### config.mk
export PLATFORM = sky130hd
export DESIGN_NAME = bcd_to_bin_seq_flat
export DESIGN_NICKNAME = d
export VERILOG_FILES = /design/src/rtl/bcd_pkg.sv /design/src/rtl/bcd_to_bin_seq_if.sv /design/src/rtl/bcd_digit_sub3.sv /design/src/rtl/bcd_to_bin_seq.sv /design/src/flat_wrapper.sv
export SDC_FILE = /design/constraint.sdc
export NUM_CORES = 1
export LEC_CHECK = 0
export CAP_MARGIN = 0
export CORE_ASPECT_RATIO = 0.7
export CORE_MARGIN = 3
export CORE_UTILIZATION = 23
export CTS_CLUSTER_DIAMETER = 200
export DETAILED_ROUTE_END_ITERATION = 16
export PLACE_DENSITY = 0.47
export SLEW_MARGIN = 20
export SYNTH_ARGS = -nofsm -noshare
export SYNTH_HDL_FRONTEND = slang
export SYNTH_SLANG_ARGS = --single-unit
### constraint.sdc
create_clock -name clk -period 3.3 [get_ports clk]
set_clock_uncertainty 0.1 [all_clocks]
set_input_delay 0.66 -clock clk [delete_from_list [all_inputs] [get_ports clk]]
set_output_delay 0.66 -clock clk [all_outputs]
set_load 0.02 [all_outputs]
### src/rtl/bcd_pkg.sv
// Shared types and helpers for the packed-BCD to binary converter.
package bcd_pkg;

    localparam int unsigned DIGIT_W = 4;

    typedef logic [DIGIT_W-1:0] bcd_digit_t;

    typedef enum logic [1:0] {
        IDLE = 2'd0,
        CONV = 2'd1,
        DONE = 2'd2
    } state_t;

    function automatic logic digit_valid(bcd_digit_t digit);
        return (digit <= bcd_digit_t'(9));
    endfunction

endpackage

### src/rtl/bcd_to_bin_seq_if.sv
// Start/done handshake bundle between a requester and bcd_to_bin_seq.
interface bcd_to_bin_seq_if
    import bcd_pkg::*;
#(
    parameter int unsigned NUM_DIGITS = 4,
    parameter int unsigned BIN_W      = 14
);
    logic                          start;
    logic [DIGIT_W*NUM_DIGITS-1:0] bcd_in;
    logic                          busy;
    logic                          done;
    logic [BIN_W-1:0]              bin_out;
    logic                          err;

    modport master (output start, bcd_in, input busy, done, bin_out, err);
    modport slave  (input start, bcd_in, output busy, done, bin_out, err);
endinterface

### src/rtl/bcd_digit_sub3.sv
// Reverse double-dabble digit correction: digits of 8 or more lose 3.
module bcd_digit_sub3
    import bcd_pkg::*;
(
    input  bcd_digit_t din,
    output bcd_digit_t dout
);
    assign dout = (din >= bcd_digit_t'(8)) ? bcd_digit_t'(din - bcd_digit_t'(3)) : din;
endmodule

### src/rtl/bcd_to_bin_seq.sv
// Sequential packed-BCD to binary converter, one result bit per clock.
// Optional input digit validation enabled by defining BCD2BIN_CHECK_EN.
module bcd_to_bin_seq
    import bcd_pkg::*;
#(
    parameter int unsigned NUM_DIGITS = 4,
    parameter int unsigned BIN_W      = 14
)(
    input  logic             clk,
    input  logic             rst,
    bcd_to_bin_seq_if.slave  bus
);
    localparam int unsigned BCD_W  = DIGIT_W * NUM_DIGITS;
    localparam int unsigned WORK_W = BCD_W + BIN_W;
    localparam int unsigned CNT_W  = $clog2(BIN_W + 1);
    localparam longint unsigned MAX_DEC = (64'd10 ** NUM_DIGITS) - 64'd1;

    if ((64'd1 << BIN_W) <= MAX_DEC) begin : g_width_check
        $error("bcd_to_bin_seq: BIN_W too narrow for NUM_DIGITS");
    end

    state_t             state, state_next;
    logic [WORK_W-1:0]  work, work_next, shifted;
    logic [CNT_W-1:0]   cnt, cnt_next;
    logic [BIN_W-1:0]   bin_q, bin_next;
    logic               err_q, err_next;
    logic               busy_q, done_q;
    logic [BCD_W-1:0]   adj_bcd;
    logic               in_bad;

    assign shifted = work >> 1;

    // Correct every digit of the already-shifted bcd part.
    for (genvar i = 0; i < NUM_DIGITS; i++) begin : g_sub3
        bcd_digit_sub3 u_sub3 (
            .din  (shifted[BIN_W + i*DIGIT_W +: DIGIT_W]),
            .dout (adj_bcd[i*DIGIT_W +: DIGIT_W])
        );
    end

`ifdef BCD2BIN_CHECK_EN
    always_comb begin
        in_bad = 1'b0;
        for (int i = 0; i < NUM_DIGITS; i++) begin
            if (!digit_valid(bus.bcd_in[i*DIGIT_W +: DIGIT_W])) in_bad = 1'b1;
        end
    end
`else
    assign in_bad = 1'b0;
`endif

    always_ff @(posedge clk or posedge rst) begin
        if (rst) state <= IDLE;
        else     state <= state_next;
    end

    always_comb begin
        state_next = state;
        work_next  = work;
        cnt_next   = cnt;
        bin_next   = bin_q;
        err_next   = err_q;
        unique case (state)
            IDLE: begin
                if (bus.start) begin
                    if (in_bad) begin
                        bin_next   = '0;
                        err_next   = 1'b1;
                        state_next = DONE;
                    end else begin
                        work_next  = {bus.bcd_in, BIN_W'(0)};
                        cnt_next   = '0;
                        state_next = CONV;
                    end
                end
            end
            CONV: begin
                work_next = {adj_bcd, shifted[BIN_W-1:0]};
                cnt_next  = CNT_W'(cnt + CNT_W'(1));
                if (cnt == CNT_W'(BIN_W - 1)) begin
                    bin_next   = shifted[BIN_W-1:0];
                    err_next   = 1'b0;
                    state_next = DONE;
                end
            end
            DONE:    state_next = IDLE;
            default: state_next = IDLE;
        endcase
    end

    // Datapath and registered status outputs.
    always_ff @(posedge clk or posedge rst) begin
        if (rst) begin
            work   <= '0;
            cnt    <= '0;
            bin_q  <= '0;
            err_q  <= 1'b0;
            busy_q <= 1'b0;
            done_q <= 1'b0;
        end else begin
            work   <= work_next;
            cnt    <= cnt_next;
            bin_q  <= bin_next;
            err_q  <= err_next;
            busy_q <= (state_next != IDLE);
            done_q <= (state_next == DONE);
        end
    end

    assign bus.busy    = busy_q;
    assign bus.done    = done_q;
    assign bus.bin_out = bin_q;
    assign bus.err     = err_q;

endmodule

### src/flat_wrapper.sv
// flat-port wrapper written by rule: the top's interface ports become plain ports
module bcd_to_bin_seq_flat import bcd_pkg::*;
#(
    parameter int unsigned NUM_DIGITS = 4,
    parameter int unsigned BIN_W      = 14
)
  (clk, rst, bus_start, bus_bcd_in, bus_busy, bus_done, bus_bin_out, bus_err);
  bcd_to_bin_seq_if #(.NUM_DIGITS(NUM_DIGITS), .BIN_W(BIN_W)) bus_i ();
  input  logic clk;
  input  logic rst;
  input wire logic [$bits(bus_i.start)-1:0] bus_start;
  input wire logic [$bits(bus_i.bcd_in)-1:0] bus_bcd_in;
  output wire logic [$bits(bus_i.busy)-1:0] bus_busy;
  output wire logic [$bits(bus_i.done)-1:0] bus_done;
  output wire logic [$bits(bus_i.bin_out)-1:0] bus_bin_out;
  output wire logic [$bits(bus_i.err)-1:0] bus_err;
  assign bus_i.start = bus_start;
  assign bus_i.bcd_in = bus_bcd_in;
  assign bus_busy = bus_i.busy;
  assign bus_done = bus_i.done;
  assign bus_bin_out = bus_i.bin_out;
  assign bus_err = bus_i.err;
  bcd_to_bin_seq #(.NUM_DIGITS(NUM_DIGITS), .BIN_W(BIN_W)) u_core (.clk(clk), .rst(rst), .bus(bus_i));
endmodule
==> results of run 1 <==
report_power, final:
| part | switching (mW) | internal [mW] |
|---|---|---|
| Sequential | 0.241 | 0.887 |
| Combinational | 0.493 | 0.579 |
| Clock | 0.228 | 0.354 |
| Total | 0.963 | 1.82 |
per-stage QoR:
stage,instances,cell area [um2],utilization [%]
after detailed placement,350,2840,28.8
after floorplan,194,2370,-
after CTS,357,3010,30.5
after global routing,357,3010,30.5
after global placement,350,2840,28.8
final,357,3010,30.5
logic make-up after synthesis:
kind of cell	share of synthesized area [%]
flip-flops	53.8
XOR/XNOR	2.21
AO/OA/AOI/OAI	16.1
adder cells (fa/ha/maj)	4.22
multiplexers	11.4
AND/OR/NAND/NOR	7.38
other	0.158
buffers and inverters	4.69
placed cells by master (no fill, tap or decap), drive strengths merged, types with 8 or more instances in the layout:
master and instances:
mux2i 8, ha 8, dfrtp 51, nor2b 10, a21oi 8, clkdlybuf4s50 34, nand2 11, mux2 14
a22o 14, inv 11
worst paths after layout:
kind,from,end,slack [ns],cells past startpoint
max,u_core.state[0]$_DFF_PP0_,u_core.work[9]$_DFFE_PP0P_,1.13,3
min,u_core.work[1]$_DFFE_PP0P_,u_core.work[1]$_DFFE_PP0P_,0.41,1
max reg2reg,u_core.state[0]$_DFF_PP0_,u_core.work[9]$_DFFE_PP0P_,1.13,3
min reg2reg,u_core.work[1]$_DFFE_PP0P_,u_core.work[1]$_DFFE_PP0P_,0.41,1
max in group asynchronous,rst,u_core.work[17]$_DFFE_PP0P_,2.11,3
min in group asynchronous,rst,u_core.bus.bin_out[4]$_DFFE_PP0P_,0.62,3
metal layers:
layer,part of all wire [%],vias to the layer above
met5,0,-
met4,1.4,0
met3,3.5,5
met2,41,24
met1,54,739
li1,-,757
flip-flops by register name, indices dropped and copies added, names as in the netlist:
name,count
u_core.bus.busy,1
u_core.state,2
u_core.bus.bin_out,14
u_core.work,29
u_core.cnt,4
u_core.bus.done,1
area by class of cell:
type / count / area (um2)
clock buffers: 5 / 125
clock inverters: 2 / 37.5
fillers: 993 / 6870
inverters: 11 / 41.3
multi-input cells: 121 / 988
flip-flops and latches: 51 / 1280
well taps: 128 / 160
repair buffers: 39 / 378
==> summary.md, run 1 <==
| Metric | Value |
|---|---|
| Fraction of layout cells with a size suffix above 1 | 14.0% |
| Setup Fix Bufs, Post-CTS | 0 |
| Syn nets | 221 |
| Post-CTS Resized | 0 |
| Cell area after synthesis | approximately 2400 um2 |
| Nets@finish | 256 |
| Worst Hold Class | flip-flop to flip-flop |
| Mapped Cells | 194 |
| Max Clk Rate | ~460 MHz |
| CP arrival | 2.29 ns |
| Final Hold Slack | 0.412 ns |
| Worst-path cell chain | nor2b_2 -> buf_4 -> a22o_1 |
| GRT Total Usage | a little under a tenth |
| CP Launch Type | flip-flop |
| Routed WL | 5.12 mm |
| Leakage | 1.37 nW |
| Setup-failing EPs final | 0 |
| DR pass1 iterations | 4 |
| Initial Util | 24.0% |
| Top post-synthesis cells by area | dfrtp_1 54%, mux2_4 5.7%, a22o_1 5.2% |
| Post-synth EDFFs | 0 |
| Total Power | between 2 and 3 mW |
| Worst path max stage delay | 0.86 ns |
| Avg WL per Cell | around 14 um |
| I/O Pins | 36 |
| H-tree lvl count | 2 |
| Buffers on Ports | 34 |
| CTS tree | built |
| Diodes inserted | 0 |
| Flops & latches, synth | a little over 50 |
| Worst Tran Pin Value | 0.928 ns |
| CP bufs+invs | 1 |
| Post-DP HPWL | 3.50 mm |
| Iteration-0 DRC Markers | 54 |
| Placer Congestion | 0.717 |
| Die area | 11600 um2 |
| Vias post-DR | around 1500 |
| Peak VDD IR | around 0.26 mV |
| Power per cell area | 925 nW/um2 |
| DRC Markers | 0 |
| M1 GR Usage | 14.4% |
| Vias in the first global route | 1567 |
| Cell with the most instances after synthesis | dfrtp_1 |
| Setup tns final | 0 ns |
| Hold-fix buffer count after cts | 0 |
| Vias/cell | 4.27 |
| Core region area | 9870 um2 |
| Final period util | 65.7% |
| Gr busiest metal | met1 |
| Max FO, Critical Path | 19 |
| Slew HR | 37.8% |
| Ys Warns | 0 |
| Fin worst setup slack | about 1.1 ns |
| Pre-CTS setup slack | 0.857 ns |
| Dominant cell type by area after synthesis | dfrtp_1 |
| Mapped Avg Cell Area | about 12 um2 |
| Bufs on Longest Clock Path | 2 |
| Clock transition at path regs | around 0.07 ns |
| Root buf cell | clkbuf_16 |
| Initial antenna violation count | 0 |
| Clk Latency, worst-skew pair | 0.29 ns |
| Distinct cells, synth | 33 |
| Post-synth top cells | 51 x dfrtp_1, 14 x a22o_1, 11 x nand2_1 |
| Crit-path slowest cell | nor2b_2 |
| CTS sink cnt | 51 |
| Ys flop type | dfrtp_1 |
| WS Path Type | flip-flop to flip-flop |
| Met3 usage | 2.65% |
| Area delta synth->final | 26.7% |
| WP data required | 3.43 ns |
| Area share of the largest cell type after synthesis | 53.8% |
| Seq/Total Area, Yosys | ~54% |
| First-pass GRT wire length | 8.62 mm |
| TritonCTS Buffers | 5 |
| Minimum clock period after layout | 2.17 ns |
| Synth async-reset ratio | 100% |
| Max-cap viol count | 0 |
| Setup crit end kind | flip-flop |
| Final Hold Fails | 0 |
| Unrepaired setup endpoints after global routing | no |
| Site row count | 30 |
| Die H | 91.0 um |
| CP delay by family, top | simple AND/OR/NAND/NOR gates |
| Maximum number of pins on one net before global-route repair | 33 |
| Status | finished, final reports clean |
| Post-route antenna net violation count | 0 |
| Die W | 127 um |
| Global routing usage on met2 | between 10% and 20% |
| Final Max Tran Viols | 0 |
| Global route overflow | 0 |
No activity file was read; power rests on OpenSTA's default activity.
==> run 2, diff against run 1 <==
==> constraint.sdc (replaced) <==
create_clock -name clk -period 2.2 [get_ports clk]
set_clock_uncertainty 0.1 [all_clocks]
set_input_delay 0.44 -clock clk [delete_from_list [all_inputs] [get_ports clk]]
set_output_delay 0.44 -clock clk [all_outputs]
set_load 0.02 [all_outputs]
==> summary.md, run 2 (same netlist as run 1, synthesis figures left out) <==
| Metric | Value |
|---|---|
| Setup tns final | 0 ns (unchanged) |
| Die area | 11600 um2 (unchanged) |
| Vias/cell | 4.26 (-0.23%) |
| H-tree lvl count | 2 (unchanged) |
| Switching power | 1.48 mW (+54%) |
| Site row count | 30 (unchanged) |
| Comb pwr share | 39.5% (+1.0 points) |
| Setup crit end kind | primary output |
| Area of the multi-input gates | 988 um2 (unchanged) |
| Design area | 3090 um2 (+2.8%) |
| Core region area | 9870 um2 (unchanged) |
| Nets@finish | 261 (+2.0%) |
| Fraction of layout cells with a size suffix above 1 | 16.2% (+2.2 points) |
| WS Path Type | flip-flop to primary output |
| Placer Congestion | 0.709 (-1.0%) |
| CTS sink cnt | 51 (unchanged) |
| Status | finished, final reports clean |
| Final Hold Slack | 0.368 ns (-0.0442 ns) |
| Seq pwr share | 39.2% (-1.3 points) |
| Most common cell after layout, fill and taps aside | dfrtp_1 |
| DR pass1 iterations | 4 (unchanged) |
| Avg WL per Cell | 14.2 um (-1.3%) |
| Global route overflow | 0 (unchanged) |
| Worst path max stage delay | 0.61 ns (-0.25 ns) |
| I/O Pins | 36 (unchanged) |
| Max-cap viol count | 0 (unchanged) |
| Post-route antenna net violation count | 0 (unchanged) |
| Fill cells | 997 (+0.40%) |
| Most frequent cells in the layout | 51 x dfrtp_1, 34 x clkdlybuf4s50_1, 14 x a22o_1 |
| Cells on worst reg2reg path | 6 (+3) |
| Initial antenna violation count | 0 (unchanged) |
| Final period util | between 80% and 90% |
| Worst r2r src | u_core.cnt[1]$_DFFE_PP0P_ |
| Reg-to-Reg End | u_core.bus.bin_out[3]$_DFFE_PP0P_ |
| Leakage | 1.41 nW (+3.0%) |
| Internal power | 2.78 mW (+53%) |
| Peak VDD IR | 0.453 mV (+71%) |
| Final Max Tran Viols | 0 (unchanged) |
| Power per cell area | 1380 nW/um2 (+49%) |
| Clock transition at path regs | 0.07 ns (about the same) |
| WP data required | 1.66 ns (-1.77 ns) |
| Initial Util | 24.0% (unchanged) |
| Register area | 1280 um2 (unchanged) |
| Maximum number of pins on one net before global-route repair | 29 (-12%) |
| Biggest register | u_core.work |
| CP delay by family, top | buffers and inverters |
| Max FO, Critical Path | 2 (-17) |
| CP bufs+invs | 1 (unchanged) |
| Vias post-DR | 1547 (+1.4%) |
| Buffers on Ports | 34 (unchanged) |
| Worst Hold Class | input pin to asynchronous set/reset pin |
| Area after DPL | 2920 um2 (+2.6%) |
| Clock share of power | 21.4% (+0.5 points) |
| Setup-failing EPs final | 0 (unchanged) |
| Util after Layout | 31.3% (+0.85 points) |
| CP Launch Type | flip-flop |
| Hold-fix buffer count after cts | 0 (unchanged) |
| Max Clk Rate | 556 MHz |
| Die H | 91.0 um (unchanged) |
| GRT Total Usage | 9.84% (+0.31 points) |
| CP arrival | 1.26 ns (-1.03 ns) |
| Minimum clock period after layout | approximately 1.8 ns |
| Final Hold Fails | 0 (unchanged) |
| CTS tree | built |
| Worst-path cell chain | clkdlybuf4s50_1 |
| Unrepaired setup endpoints after global routing | no |
| DRC Markers | 0 (unchanged) |
| Area delta synth->final | 30.2% |
| Post-CTS Resized | 0 (unchanged) |
| Reg2reg setup slack | 0.42 ns (-0.71 ns) |
| Clk Latency, worst-skew pair | 0.30 ns (about the same) |
| Routed WL | 5.14 mm (+0.39%) |
| Switch share | 34.7% (+0.14 points) |
| Crit-path slowest cell | clkdlybuf4s50_1 |
| Post-DP HPWL | 3.68 mm (+5.0%) |
| Die W | 127 um (unchanged) |
| Bufs on Longest Clock Path | 2 (unchanged) |
| Diodes inserted | 0 (unchanged) |
| Vias in the first global route | 1680 (+7.2%) |
| Max FFs per register | 29 (unchanged) |
| Root buf cell | clkbuf_16 |
| Total Power | 4.26 mW (+53%) |
| TritonCTS Buffers | 5 (unchanged) |
| First-pass GRT wire length | 8.91 mm (+3.4%) |
| Setup Fix Bufs, Post-CTS | 0 (unchanged) |
| Iteration-0 DRC Markers | 129 (+140%) |
[run 2: cell count changes in the layout (fill, tap and decap cells not counted)]
| cell | previous run | this run |
|---|---|---|
| buf_12 | 0 | 3 |
| buf_4 | 5 | 7 |
| inv_6 | 0 | 1 |
[run 2: worst max-delay path by stage]
stage	from	end	slack (ns)	cells past startpoint
after floorplan	rst	u_core.bus.bin_out[0]$_DFFE_PP0P_	0.43	1
after global placement	bus_start	u_core.work[20]$_DFFE_PP0P_	0.29	5
after detailed placement	bus_start	u_core.work[16]$_DFFE_PP0P_	0.25	5
after CTS	u_core.bus.bin_out[4]$_DFFE_PP0P_	bus_bin_out[4]	0.38	1
after global routing	u_core.cnt[1]$_DFFE_PP0P_	u_core.bus.bin_out[2]$_DFFE_PP0P_	0.27	6
final	u_core.bus.bin_out[7]$_DFFE_PP0P_	bus_bin_out[7]	0.40	1
[run 2: metrics by stage]
step           setup WS [ns]  instances
2_1_floorplan          0.430        194
3_3_place_gp           0.287        355
3_5_place_dp           0.246        355
4_1_cts                0.378        363
5_1_grt                0.272        363
6_report               0.401        363
[run 2: per-layer routing]
layer | track usage [%] | part of all wire, % | routed length [um]
met1 | 14.7 | 53 | 2730
met2 | 13.2 | 41 | 2090
met3 | 2.88 | 4.6 | 234
met4 | 3.75 | 1.6 | 80
met5 | 0 | 0 | 0
[run 2: layout make-up]
type                    count  area share (%)
clock inverters             3            1.50
multi-input cells         121            32.0
repair buffers             44            14.7
flip-flops and latches     51            41.3
well taps                 128            5.18
inverters                  11            1.34
clock buffers               5            4.05
[run 2: power groups by stage]
| stage | clock network [mW] | logic [mW] | registers (mW) |
|---|---|---|---|
| floorplan | 0 | 1.07 | 1.74 |
| global placement | 0 | 1.68 | 1.70 |
| detailed placement | 0 | 1.71 | 1.69 |
| CTS | 0.944 | 1.71 | 1.68 |
| global route | 0.985 | 1.87 | 1.75 |
| finish | 0.911 | 1.68 | 1.67 |
